<file path="src/rtl/ram8_bank.sv">
// Eight-entry register bank fed by one-hot write enables from an 8-way demux.
// Registered read port with write-first bypass and a sticky multi-hot error flag.
module ram8_bank #(
   parameter int unsigned       WIDTH     = 16,
   parameter logic [WIDTH-1:0]  RESET_VAL = '0
) (
   input  logic             clk,
   input  logic             rst_n,
   input  logic [7:0]       we,
   input  logic [WIDTH-1:0] din,
   input  logic             rd_en,
   input  logic [2:0]       rd_addr,
   output logic [WIDTH-1:0] dout,
   output logic             dout_valid,
   output logic [7:0]       written,
   output logic             err,
   input  logic             err_clr
);

   logic [WIDTH-1:0] mem_q [8];
   logic [WIDTH-1:0] dout_q, dout_d;
   logic             valid_q;
   logic [7:0]       written_q, written_d;
   logic             err_q, err_d;
   logic             we_any, we_onehot, we_multi;
   logic [WIDTH-1:0] rd_data;

   // Clearing the lowest set bit leaves zero only for a single-bit vector.
   always_comb begin
      we_any    = (we != 8'd0);
      we_onehot = we_any && ((we & (we - 8'd1)) == 8'd0);
      we_multi  = we_any && !we_onehot;
   end

   // Write-first: a valid write to the entry being read bypasses to the read port.
   always_comb begin
      rd_data = mem_q[rd_addr];
      if (we_onehot && we[rd_addr]) begin
         rd_data = din;
      end
   end

   always_comb begin
      dout_d    = dout_q;
      written_d = written_q;
      err_d     = err_q;
      if (rd_en) begin
         dout_d = rd_data;
      end
      if (we_onehot) begin
         written_d = written_q | we;
      end
      if (we_multi) begin
         err_d = 1'b1;
      end else if (err_clr) begin
         err_d = 1'b0;
      end
   end

   always_ff @(posedge clk or negedge rst_n) begin
      if (!rst_n) begin
         for (int i = 0; i < 8; i++) begin
            mem_q[i] <= RESET_VAL;
         end
      end else if (we_onehot) begin
         for (int i = 0; i < 8; i++) begin
            if (we[i]) begin
               mem_q[i] <= din;
            end
         end
      end
   end

   always_ff @(posedge clk or negedge rst_n) begin
      if (!rst_n) begin
         dout_q    <= '0;
         valid_q   <= 1'b0;
         written_q <= 8'd0;
         err_q     <= 1'b0;
      end else begin
         dout_q    <= dout_d;
         valid_q   <= rd_en;
         written_q <= written_d;
         err_q     <= err_d;
      end
   end

   assign dout       = dout_q;
   assign dout_valid = valid_q;
   assign written    = written_q;
   assign err        = err_q;

endmodule

</file>
<file path="config.mk">
export PLATFORM = sky130hd
export DESIGN_NAME = ram8_bank
export DESIGN_NICKNAME = d
export VERILOG_FILES = /design/src/rtl/ram8_bank.sv
export SDC_FILE = /design/constraint.sdc
export NUM_CORES = 1
export LEC_CHECK = 0
export BUFFER_PORTS_ARGS = -buffer_cell sky130_fd_sc_hd__buf_2
export CAP_MARGIN = 25
export CELL_PAD_IN_SITES_DETAIL_PLACEMENT = 2
export CELL_PAD_IN_SITES_GLOBAL_PLACEMENT = 2
export CORE_ASPECT_RATIO = 1.2
export CORE_UTILIZATION = 37
export DETAILED_ROUTE_END_ITERATION = 6
export PLACE_DENSITY_LB_ADDON = 0.1
export SLEW_MARGIN = 25
export SYNTH_ARGS = -nofsm -noshare
export SYNTH_HDL_FRONTEND = slang
export SYNTH_SLANG_ARGS = --single-unit
</file>
<file path="constraint.sdc">
create_clock -name clk -period 2.95 [get_ports clk]
set_input_delay 0.295 -clock clk [delete_from_list [all_inputs] [get_ports clk]]
set_output_delay 0.295 -clock clk [all_outputs]
set_load 0.02 [all_outputs]
</file>
==> flow_summary.json, run 1 <==
{
  "result_of_the_run": "finished clean",
  "rows": 54,
  "drive_gt1_share_pct": 60.20,
  "clk_transition_reported_paths_ps": 60,
  "clock_insertion_delay_worst_skew_ps": 430,
  "nNetsFinal": 528,
  "yosys_warnings": 0,
  "powerDensity_mw_per_mm2": 624.7,
  "finalWorstPathRequiredPeriod_ps": 1986,
  "cp-start-kind": "primary input",
  "synth.distinct_cells": 29,
  "synth_enable_flop_cells": 0,
  "fp.coreArea_sq_mm": 0.01838,
  "setup_violations": 0,
  "first_pass_grt_wire_length_mm": 28.28,
  "initialDrtViolationCount": 162,
  "maxClockFrequency_mhz": 503.5,
  "grtUsageTotal_pct": 19.79,
  "worst_ep_required_time_ps": 3260,
  "finalHoldViolations": 0,
  "worst_clock_skew_ps": 8.448,
  "final.period_utilization_pct": 67.32,
  "numClockSinks": 154,
  "final_routed_wirelength_mm": 17.39,
  "gp_congestion": 0.7083,
  "ys_dominant_reg_cell": "sky130_fd_sc_hd__dfrtp_1",
  "max_cap_viol": 0,
  "floorplan.initialDensity_pct": 38.24,
  "synth_largest_type_area_fraction_pct": 54.83,
  "routed_via_density": 5.262,
  "via_count": 4010,
  "slew_viol_final": 0,
  "largest_net_degree_at_the_start_of_global_routing": 68,
  "floorplan.die.height_um": 153.0,
  "synth_top_cells_by_count": "166 x sky130_fd_sc_hd__mux2_2, 154 x sky130_fd_sc_hd__dfrtp_1, 34 x sky130_fd_sc_hd__mux4_2",
  "route.top_layer_used": "met4",
  "drc_errors": 0,
  "timing.max_slew.rel_slack_pct": 54.65,
  "hold_path_class": "primary input to register",
  "totalPowerFinal_mw": 5.168,
  "finalSetupTns_ps": 0,
  "cts_tree": "done",
  "detailedPlace.worstSlack_ps": 530.1,
  "synth.most_common_cell": "sky130_fd_sc_hd__mux2_2",
  "postCtsSetupRepairBufs": 0,
  "overflow_left_after_global_routing": 0,
  "rsz_0062_raised_after_global_routing": "no",
  "postSynthCellCount": 431,
  "synthTopCellsByArea": "sky130_fd_sc_hd__dfrtp_1 55%, sky130_fd_sc_hd__mux2_2 27%, sky130_fd_sc_hd__mux4_2 11%, sky130_fd_sc_hd__mux2_1 1.6%, sky130_fd_sc_hd__nand2b_1 0.71%",
  "detail_route.wirelength.met1_mm": 7.853,
  "worst_ep_arrival_ps": 2290,
  "leakagePower_nw": 4.064,
  "met3_wirelength_um": 433,
  "worst_ir_drop_vdd_uv": 386.6,
  "die_area_sq_mm": 0.01955,
  "cell_with_the_largest_stage_delay_on_the_worst_path": "sky130_fd_sc_hd__nor4b_1",
  "timing.critical_path.max_delay_family": "multiplexers",
  "postSynthAreaPerCell_sq_um": 16.31,
  "final_core_util_pct": 45.02,
  "area_growth_pct": 17.71,
  "antenna_found_initial": 0,
  "ant_nets": 0,
  "synth_area_sq_mm": 0.007028,
  "drt_wl_cell_um": 22.83,
  "crit_path_buffers_inverters": 2,
  "fin_ws_ps": 964.0,
  "boundaryPins": 57,
  "crit_path_cell_trace": "buf_2 > nor4b_1 > a211o_1 > nand2_1 > a41oi_4 > buf_12 > mux2_1 > mux2_2",
  "antenna_cells": 0,
  "hpwl_mm": 10.22,
  "regToRegSetupSlack_ps": 1130,
  "grt_pass1_vias": 4739,
  "portBuffers": 56,
  "post-synth-top-area-cell": "sky130_fd_sc_hd__dfrtp_1",
  "cts-root-buf": "sky130_fd_sc_hd__clkbuf_16",
  "synth_seq_area_share_pct": 54.83,
  "ys_seq_elements": 154,
  "routed-wl-met2_mm": 8.853,
  "ctsHtreeMaxLevel": 4,
  "path_class": "primary input to register",
  "end_kind": "register",
  "cts_buffer_depth": 2,
  "synthArstFlopShare_pct": 100.0,
  "postSynthNetCount": 462,
  "tritoncts.num_buffers": 17,
  "critical_path.max_stage_delay_ps": 490,
  "worstPathMaxFanout": 15,
  "first_pass_iters": 4,
  "floorplan.die.width_um": 127.8,
  "max_slew.worst_pin.slew_ps": 680.3
}
## report_power, final
part / total (mW) / switching (mW) / internal (mW)
Sequential: 2.40 / 0.0966 / 2.30
Combinational: 0.601 / 0.289 / 0.312
Clock: 2.17 / 0.883 / 1.29
Total: 5.17 / 1.27 / 3.90
## metal layers
layer  vias to the layer above  GRT usage (%)
li1                       1746              -
met1                      2182          25.62
met2                        64          33.20
met3                        18          3.640
met4                         0          6.779
met5                         -              0
## repair_timing
action	in CTS	in global routing
resized for setup	0	0
hold buffers	1	0
hold endpoints to repair	65	0
endpoints found under the setup margin	0	0
## cells in the final DEF (no fill, tap or decap), types with 3 or more instances in the layout
| cell type | Yosys | layout |
|---|---|---|
| sky130_fd_sc_hd__mux2_2 | 166 | 166 |
| sky130_fd_sc_hd__dfrtp_1 | 154 | 154 |
| sky130_fd_sc_hd__buf_2 | 7 | 55 |
| sky130_fd_sc_hd__mux4_2 | 34 | 34 |
| sky130_fd_sc_hd__clkbuf_16 | 0 | 17 |
| sky130_fd_sc_hd__buf_4 | 0 | 11 |
| sky130_fd_sc_hd__mux2_1 | 10 | 10 |
| sky130_fd_sc_hd__nand2b_1 | 8 | 8 |
| sky130_fd_sc_hd__nor2_1 | 5 | 5 |
| sky130_fd_sc_hd__nand2_1 | 5 | 5 |
| sky130_fd_sc_hd__clkinv_2 | 0 | 4 |
| sky130_fd_sc_hd__buf_12 | 0 | 4 |
| sky130_fd_sc_hd__a21oi_1 | 3 | 3 |
| sky130_fd_sc_hd__clkinvlp_4 | 0 | 3 |
## path summary, 6_finish.rpt
kind / startpoint / end / cells past startpoint
setup / recovery: we[7] / dout[12]$_DFFE_PN0P_ / 8
hold / removal: err_clr / err$_DFFE_PN0P_ / 2
setup reg to reg: mem_q[14]$_DFFE_PN0P_ / dout[14]$_DFFE_PN0P_ / 4
hold reg to reg: written[0]$_DFFE_PN0N_ / written[0]$_DFFE_PN0N_ / 1
max in group asynchronous: rst_n / written[6]$_DFFE_PN0N_ / 3
min in group asynchronous: rst_n / err$_DFFE_PN0P_ / 2
## flip-flops by register name, indices dropped and copies added (netlist names)
register / cells
written: 8
dout_valid: 1
mem_q: 128
err: 1
dout: 16
## final cells by class
type | count | area, sq um
clock inverters | 11 | 120.1
multi-input cells | 251 | 3060
inverters | 1 | 3.754
well taps | 252 | 315.3
flip-flops and latches | 154 | 3854
repair buffers | 72 | 459.2
fillers | 1778 | 10100
clock buffers | 21 | 460.4
## cells by family after synthesis
family / count (synthesis) / synth area share (%)
buf+inv: 26 / 1.620
compound gates: 9 / 1.193
flops: 154 / 54.83
xor+xnor: 1 / 0.1246
mux: 211 / 39.29
simple gates: 30 / 2.938
## per-stage QoR
step / hold slack [ps] / area (sq um) / instances
after global placement: 338.0 / 7682 / 729
after CTS: 91.44 / 8273 / 762
after global routing: 96.48 / 8273 / 762
final: 110.1 / 8273 / 762
after detailed placement: 353.0 / 7682 / 729
after floorplan: -0.5911 / 7028 / 431
Power figures use the tool's default switching activity.
==> inputs of run 2 (changes only) <==
- clock period: 2.95 -> 1.9 ns (I/O delays scaled with it)
==> run 2 against run 1 <==
  * Worst hold slack gained 14 ps
  * Clock-buffer cell count rose by 1
  * Register-to-register slack got worse by 1100 ps
  * Sequential share of layout area is 1.8 points lower
  * Critical path type is now register to register
  * Utilization grew 1.8 points
  * Cell count increased by 3.9%
==> flow_summary.json, run 2 (synthesized netlist as in run 1, its figures left out) <==
{
  "cp_common_cell": "sky130_fd_sc_hd__mux2_2",
  "path_class": "register to register",
  "crit_path_buffers_inverters": 0,
  "hold_path_class": "primary input to register",
  "clock_insertion_delay_worst_skew_ps": 420,
  "worst_ir_drop_vdd_uv": 634.6,
  "sequential_cell_area_sq_mm": 0.003854,
  "hpwl_mm": 11.15,
  "largest_register_ff_count": 128,
  "detailedPlace.worstSlack_ps": -383.3,
  "rows": 54,
  "crit_path_cell_trace": "mux4_2 > mux2_2 > mux2_1 > mux2_2",
  "floorplan.die.width_um": 127.8,
  "portBuffers": 56,
  "timing.reg2reg.worst_path_depth": 4,
  "tritoncts.num_buffers": 17,
  "gp_congestion": 0.7432,
  "worstPathMaxFanout": 2,
  "timing.rr.end": "dout[8]$_DFFE_PN0P_",
  "routed_via_density": 5.184,
  "leakagePower_nw": 4.276,
  "grtUsageTotal_pct": 19.64,
  "max_cap_viol": 0,
  "cts_buffer_depth": 2,
  "powerDensity_mw_per_mm2": 898.8,
  "final.period_utilization_pct": 95.87,
  "antenna_found_initial": 0,
  "detail_route.wirelength.met1_mm": 7.818,
  "via_count": 4106,
  "drt_wl_cell_um": 22.00,
  "routed-wl-met2_mm": 9.024,
  "finalHoldViolations": 0,
  "sw_frac_of_total_pct": 24.62,
  "cp-start-kind": "register",
  "most-common-layout-cells": "165 x sky130_fd_sc_hd__mux2_2, 154 x sky130_fd_sc_hd__dfrtp_1, 55 x sky130_fd_sc_hd__buf_2",
  "timing.max_slew.rel_slack_pct": 63.60,
  "power.share.combinational_pct": 13.1,
  "top_reg_by_flops": "mem_q",
  "maxClockFrequency_mhz": 549.0,
  "setup_violations": 0,
  "result_of_the_run": "finished clean",
  "finalWorstPathRequiredPeriod_ps": 1822,
  "ctsHtreeMaxLevel": 4,
  "worst_ep_required_time_ps": 2200,
  "final_routed_wirelength_mm": 17.42,
  "worst_hold_margin_ps": 124.1,
  "cts_tree": "done",
  "area_growth_pct": 22.38,
  "totalPowerFinal_mw": 7.731,
  "power.share.clock_pct": 38.9,
  "critical_path.max_stage_delay_ps": 470,
  "overflow_left_after_global_routing": 0,
  "multi_input_comb_area_sq_mm": 0.003100,
  "route.top_layer_used": "met4",
  "finalSetupTns_ps": 0,
  "worst_clock_skew_ps": 5.720,
  "hold_depth": 2,
  "grt_pass1_vias": 4732,
  "numClockSinks": 154,
  "num-fill-cells": 1770,
  "worst_ep_arrival_ps": 2130,
  "ant_nets": 0,
  "worstReg2RegStart": "mem_q[120]$_DFFE_PN0P_",
  "endpoint_worst_hold": "mem_q[91]$_DFFE_PN0P_",
  "largest_net_degree_at_the_start_of_global_routing": 52,
  "drc_errors": 0,
  "antenna_cells": 0,
  "regToRegSetupSlack_ps": 80,
  "switchingPower_mw": 1.903,
  "first_pass_iters": 4,
  "boundaryPins": 57,
  "fin_ws_ps": 78.49,
  "timing.critical_path.max_delay_family": "multiplexers",
  "max_slew.worst_pin.slew_ps": 546.0,
  "postCtsSetupRepairBufs": 0,
  "end_kind": "register",
  "final_common_cell": "sky130_fd_sc_hd__mux2_2",
  "portion_of_total_power_attributed_to_sequential_cells_pct": 48.1,
  "drive_gt1_share_pct": 62.41,
  "first_pass_grt_wire_length_mm": 28.05,
  "nNetsFinal": 560,
  "met3_wirelength_um": 394,
  "intPower_mw": 5.828,
  "rsz_0062_raised_after_global_routing": "no",
  "cts-root-buf": "sky130_fd_sc_hd__clkbuf_16",
  "die_area_sq_mm": 0.01955,
  "floorplan.die.height_um": 153.0,
  "fp.coreArea_sq_mm": 0.01838,
  "min_from": "din[11]",
  "floorplan.initialDensity_pct": 38.24,
  "cell_with_the_largest_stage_delay_on_the_worst_path": "sky130_fd_sc_hd__mux4_2",
  "slew_viol_final": 0,
  "initialDrtViolationCount": 114,
  "clk_transition_reported_paths_ps": 60
}
==> run 2: changes by cell type in the layout (fill, tap and decap cells not counted), moves of 2 or more <==
cell and delta:
sky130_fd_sc_hd__buf_12 +9, sky130_fd_sc_hd__buf_4 +22, sky130_fd_sc_hd__bufinv_16 -2, sky130_fd_sc_hd__mux2_4 +2, sky130_fd_sc_hd__nand4b_2 -2, sky130_fd_sc_hd__nand4b_4 +2
==> run 2: final cells by class <==
type,instances,share of cell area (%)
Tap cell,252,3.666
Inverter,1,0.04364
Clock buffer,22,5.397
Sequential cell,154,44.81
Multi-Input combinational cell,251,36.05
Clock inverter,8,0.5674
Timing Repair Buffer,104,9.470
==> run 2: repair_timing <==
action	CTS	global route
hold buffers	2	0
hold endpoints to repair	32	0
endpoints found under the setup margin	0	14
resized for setup	0	1
==> run 2: power groups by stage <==
| stage | combinational, mW | clock [mW] | sequential [mW] |
|---|---|---|---|
| after detailed placement | 1.02 | 0 | 3.78 |
| after floorplan | 0.542 | 0 | 3.81 |
| after CTS | 1.03 | 3.10 | 3.72 |
| after global routing | 1.10 | 3.23 | 3.75 |
| final | 1.01 | 3.00 | 3.72 |
| after global placement | 0.981 | 0 | 3.75 |
==> run 2: stage by stage <==
step / area [sq um] / util (%) / instances
final: 8601 / 46.80 / 792
after global routing: 8601 / 46.80 / 792
after CTS: 8594 / 46.77 / 792
after detailed placement: 8061 / 43.87 / 760
after global placement: 8061 / 43.87 / 760
after floorplan: 7077 / - / 431
==> run 2: metal layers <==
layer / GRT usage [%] / vias to the layer above
met5: 0 / -
met4: 5.322 / 0
met3: 4.025 / 15
met2: 32.84 / 60
met1: 25.86 / 2221
li1: - / 1810
==> run 2: how the worst max path moves through the flow <==
stage,startpoint,end,slack [ps],depth (start not counted)
floorplan,we[7],dout[10]$_DFFE_PN0P_,-220,7
global placement,we[1],dout[4]$_DFFE_PN0P_,-260,8
detailed placement,we[0],dout[7]$_DFFE_PN0P_,-380,8
CTS,we[0],dout[8]$_DFFE_PN0P_,50,8
global route,we[1],dout[6]$_DFFE_PN0P_,5,8
finish,mem_q[120]$_DFFE_PN0P_,dout[8]$_DFFE_PN0P_,80,4
==> inputs of run 3 (changes only) <==
- CORE_MARGIN: not set -> 2
- CTS_CLUSTER_SIZE: not set -> 16
- RECOVER_POWER: not set -> 50
==> run 3 against run 2 <==
  * Global-route usage rose by 0.083 points
  * Setup slack is essentially flat
  * Wire length increased by 4.6%
  * Non-clock buffer count decreased by 7
  * Via count decreased by 0.17%
  * Cell count is 0.13% lower
  * Largest power group unchanged
==> flow_summary.json, run 3 (synthesized netlist as in run 1, its figures left out) <==
{
  "result_of_the_run": "finished clean",
  "first_pass_iters": 4,
  "grtUsageTotal_pct": 19.72,
  "antenna_found_initial": 0,
  "numClockSinks": 154,
  "final.period_utilization_pct": 95.88,
  "maxClockFrequency_mhz": 548.9,
  "finalHoldViolations": 0,
  "routed_via_density": 5.182,
  "boundaryPins": 57,
  "end_kind": "register",
  "antenna_cells": 0,
  "cts_buffer_depth": 2,
  "setup_violations": 0,
  "hpwl_mm": 11.27,
  "final_routed_wirelength_mm": 18.22,
  "drc_errors": 0,
  "max_cap_viol": 0,
  "nNetsFinal": 553,
  "grt_pass1_vias": 4842,
  "floorplan.die.height_um": 155.0,
  "overflow_left_after_global_routing": 0,
  "num-fill-cells": 1763,
  "ctsHtreeMaxLevel": 4,
  "final_common_cell": "sky130_fd_sc_hd__mux2_2",
  "drive_gt1_share_pct": 61.68,
  "worst_ep_required_time_ps": 2200,
  "initialDrtViolationCount": 131,
  "ant_nets": 0,
  "floorplan.die.width_um": 129.8,
  "final-instance-count-excl-fill": 791,
  "die_area_sq_mm": 0.02012,
  "max_slew.worst_pin.slew_ps": 1319,
  "place.detailed.instances": 757,
  "drt_wl_cell_um": 23.03,
  "hold_path_class": "primary input to register",
  "finalSetupTns_ps": 0,
  "top_reg_by_flops": "mem_q",
  "fp.coreArea_sq_mm": 0.01872,
  "rsz_0062_raised_after_global_routing": "no",
  "gp_congestion": 0.7606,
  "multi_input_comb_area_sq_mm": 0.003092,
  "postCtsSetupRepairBufs": 0,
  "timing.max_slew.rel_slack_pct": 12.07,
  "cp-start-kind": "register",
  "area_growth_pct": 21.29,
  "largest_net_degree_at_the_start_of_global_routing": 59,
  "finalWorstPathRequiredPeriod_ps": 1822,
  "portBuffers": 56,
  "tritoncts.num_buffers": 17,
  "powerDensity_mw_per_mm2": 963.5,
  "worstPathMaxFanout": 2,
  "rows": 55,
  "via_count": 4099,
  "clock_insertion_delay_worst_skew_ps": 410,
  "floorplan.initialDensity_pct": 37.55,
  "clk_transition_reported_paths_ps": 60,
  "most-common-layout-cells": "165 x sky130_fd_sc_hd__mux2_2, 154 x sky130_fd_sc_hd__dfrtp_1, 53 x sky130_fd_sc_hd__buf_2",
  "path_class": "register to register",
  "worst_ep_arrival_ps": 2120,
  "first_pass_grt_wire_length_mm": 29.15,
  "sequential_cell_area_sq_mm": 0.003854,
  "worst_ir_drop_vdd_uv": 555.4,
  "cts-root-buf": "sky130_fd_sc_hd__clkbuf_16",
  "slew_viol_final": 0,
  "cts_tree": "done",
  "worst_clock_skew_ps": 9.030,
  "largest_register_ff_count": 128,
  "leakagePower_nw": 4.226
}
run 3: changes by cell type in the layout (fill, tap and decap cells not counted), moves of 2 or more:
cell | previous run | this run
sky130_fd_sc_hd__clkbuf_4 | 0 | 2
sky130_fd_sc_hd__bufinv_16 | 0 | 3
sky130_fd_sc_hd__buf_4 | 33 | 23
sky130_fd_sc_hd__buf_12 | 13 | 6
sky130_fd_sc_hd__clkbuf_1 | 3 | 5
sky130_fd_sc_hd__buf_2 | 55 | 53
sky130_fd_sc_hd__clkbuf_2 | 0 | 7
sky130_fd_sc_hd__clkinvlp_4 | 2 | 4
sky130_fd_sc_hd__clkinv_4 | 1 | 4
sky130_fd_sc_hd__clkinv_2 | 5 | 1
run 3: area by class of cell:
| type | instances | share of cell area (%) |
|---|---|---|
| Clock inverter | 13 | 1.982 |
| Tap cell | 256 | 3.758 |
| Inverter | 1 | 0.04403 |
| Clock buffer | 19 | 5.196 |
| Sequential cell | 154 | 45.21 |
| Timing Repair Buffer | 97 | 7.544 |
| Multi-Input combinational cell | 251 | 36.27 |
run 3: stage by stage:
step	util [%]	setup slack [ps]	cell area [sq um]	hold WS (ps)	total power [mW]
floorplan	-	-218.8	7077	-105.6	4.350
CTS	45.82	63.78	8577	112.9	8.355
finish	45.54	78.31	8524	129.9	8.213
global route	45.54	16.18	8524	122.2	8.582
global placement	42.41	-250.3	7939	94.32	4.707
detailed placement	42.41	-476.1	7939	99.42	4.778
run 3: critical path, stage by stage, from the launching register on:
cell and delay [ps]:
sky130_fd_sc_hd__dfrtp_1 390, sky130_fd_sc_hd__mux4_2 480, sky130_fd_sc_hd__mux2_2 280, sky130_fd_sc_hd__mux2_1 290, sky130_fd_sc_hd__mux2_2 270
run 3: worst paths after layout:
| check | start | endpoint | slack [ps] | cells after the start |
|---|---|---|---|---|
| min in group asynchronous | rst_n | err$_DFFE_PN0P_ | 410 | 2 |
| worst min-delay path | din[12] | mem_q[124]$_DFFE_PN0P_ | 130 | 2 |
| worst min register to register | written[1]$_DFFE_PN0N_ | written[1]$_DFFE_PN0N_ | 470 | 1 |
| worst max register to register | mem_q[21]$_DFFE_PN0P_ | dout[5]$_DFFE_PN0P_ | 80 | 4 |
| worst max-delay path | mem_q[21]$_DFFE_PN0P_ | dout[5]$_DFFE_PN0P_ | 80 | 4 |
| max in group asynchronous | rst_n | mem_q[18]$_DFFE_PN0P_ | 300 | 3 |
run 3: report_power, final:
group          internal (mW)  switching, mW
Clock                   2.11           1.40
Combinational          0.513          0.463
Sequential              3.57          0.154
run 3: metal layers:
layer | track usage, % | routed length [um] | vias to the layer above
met5 | 0 | 0 | -
met4 | 4.455 | 112 | 0
li1 | - | - | 1793
met3 | 4.023 | 440 | 7
met1 | 26.30 | 8114 | 2242
met2 | 33.26 | 9550 | 57
run 3: timing repair:
action / 4_1_cts / 5_1_grt
hold endpoints to repair: 41 / 0
hold buffers: 2 / 0
gates resized for setup: 1 / 1
setup endpoints to repair: 16 / 10
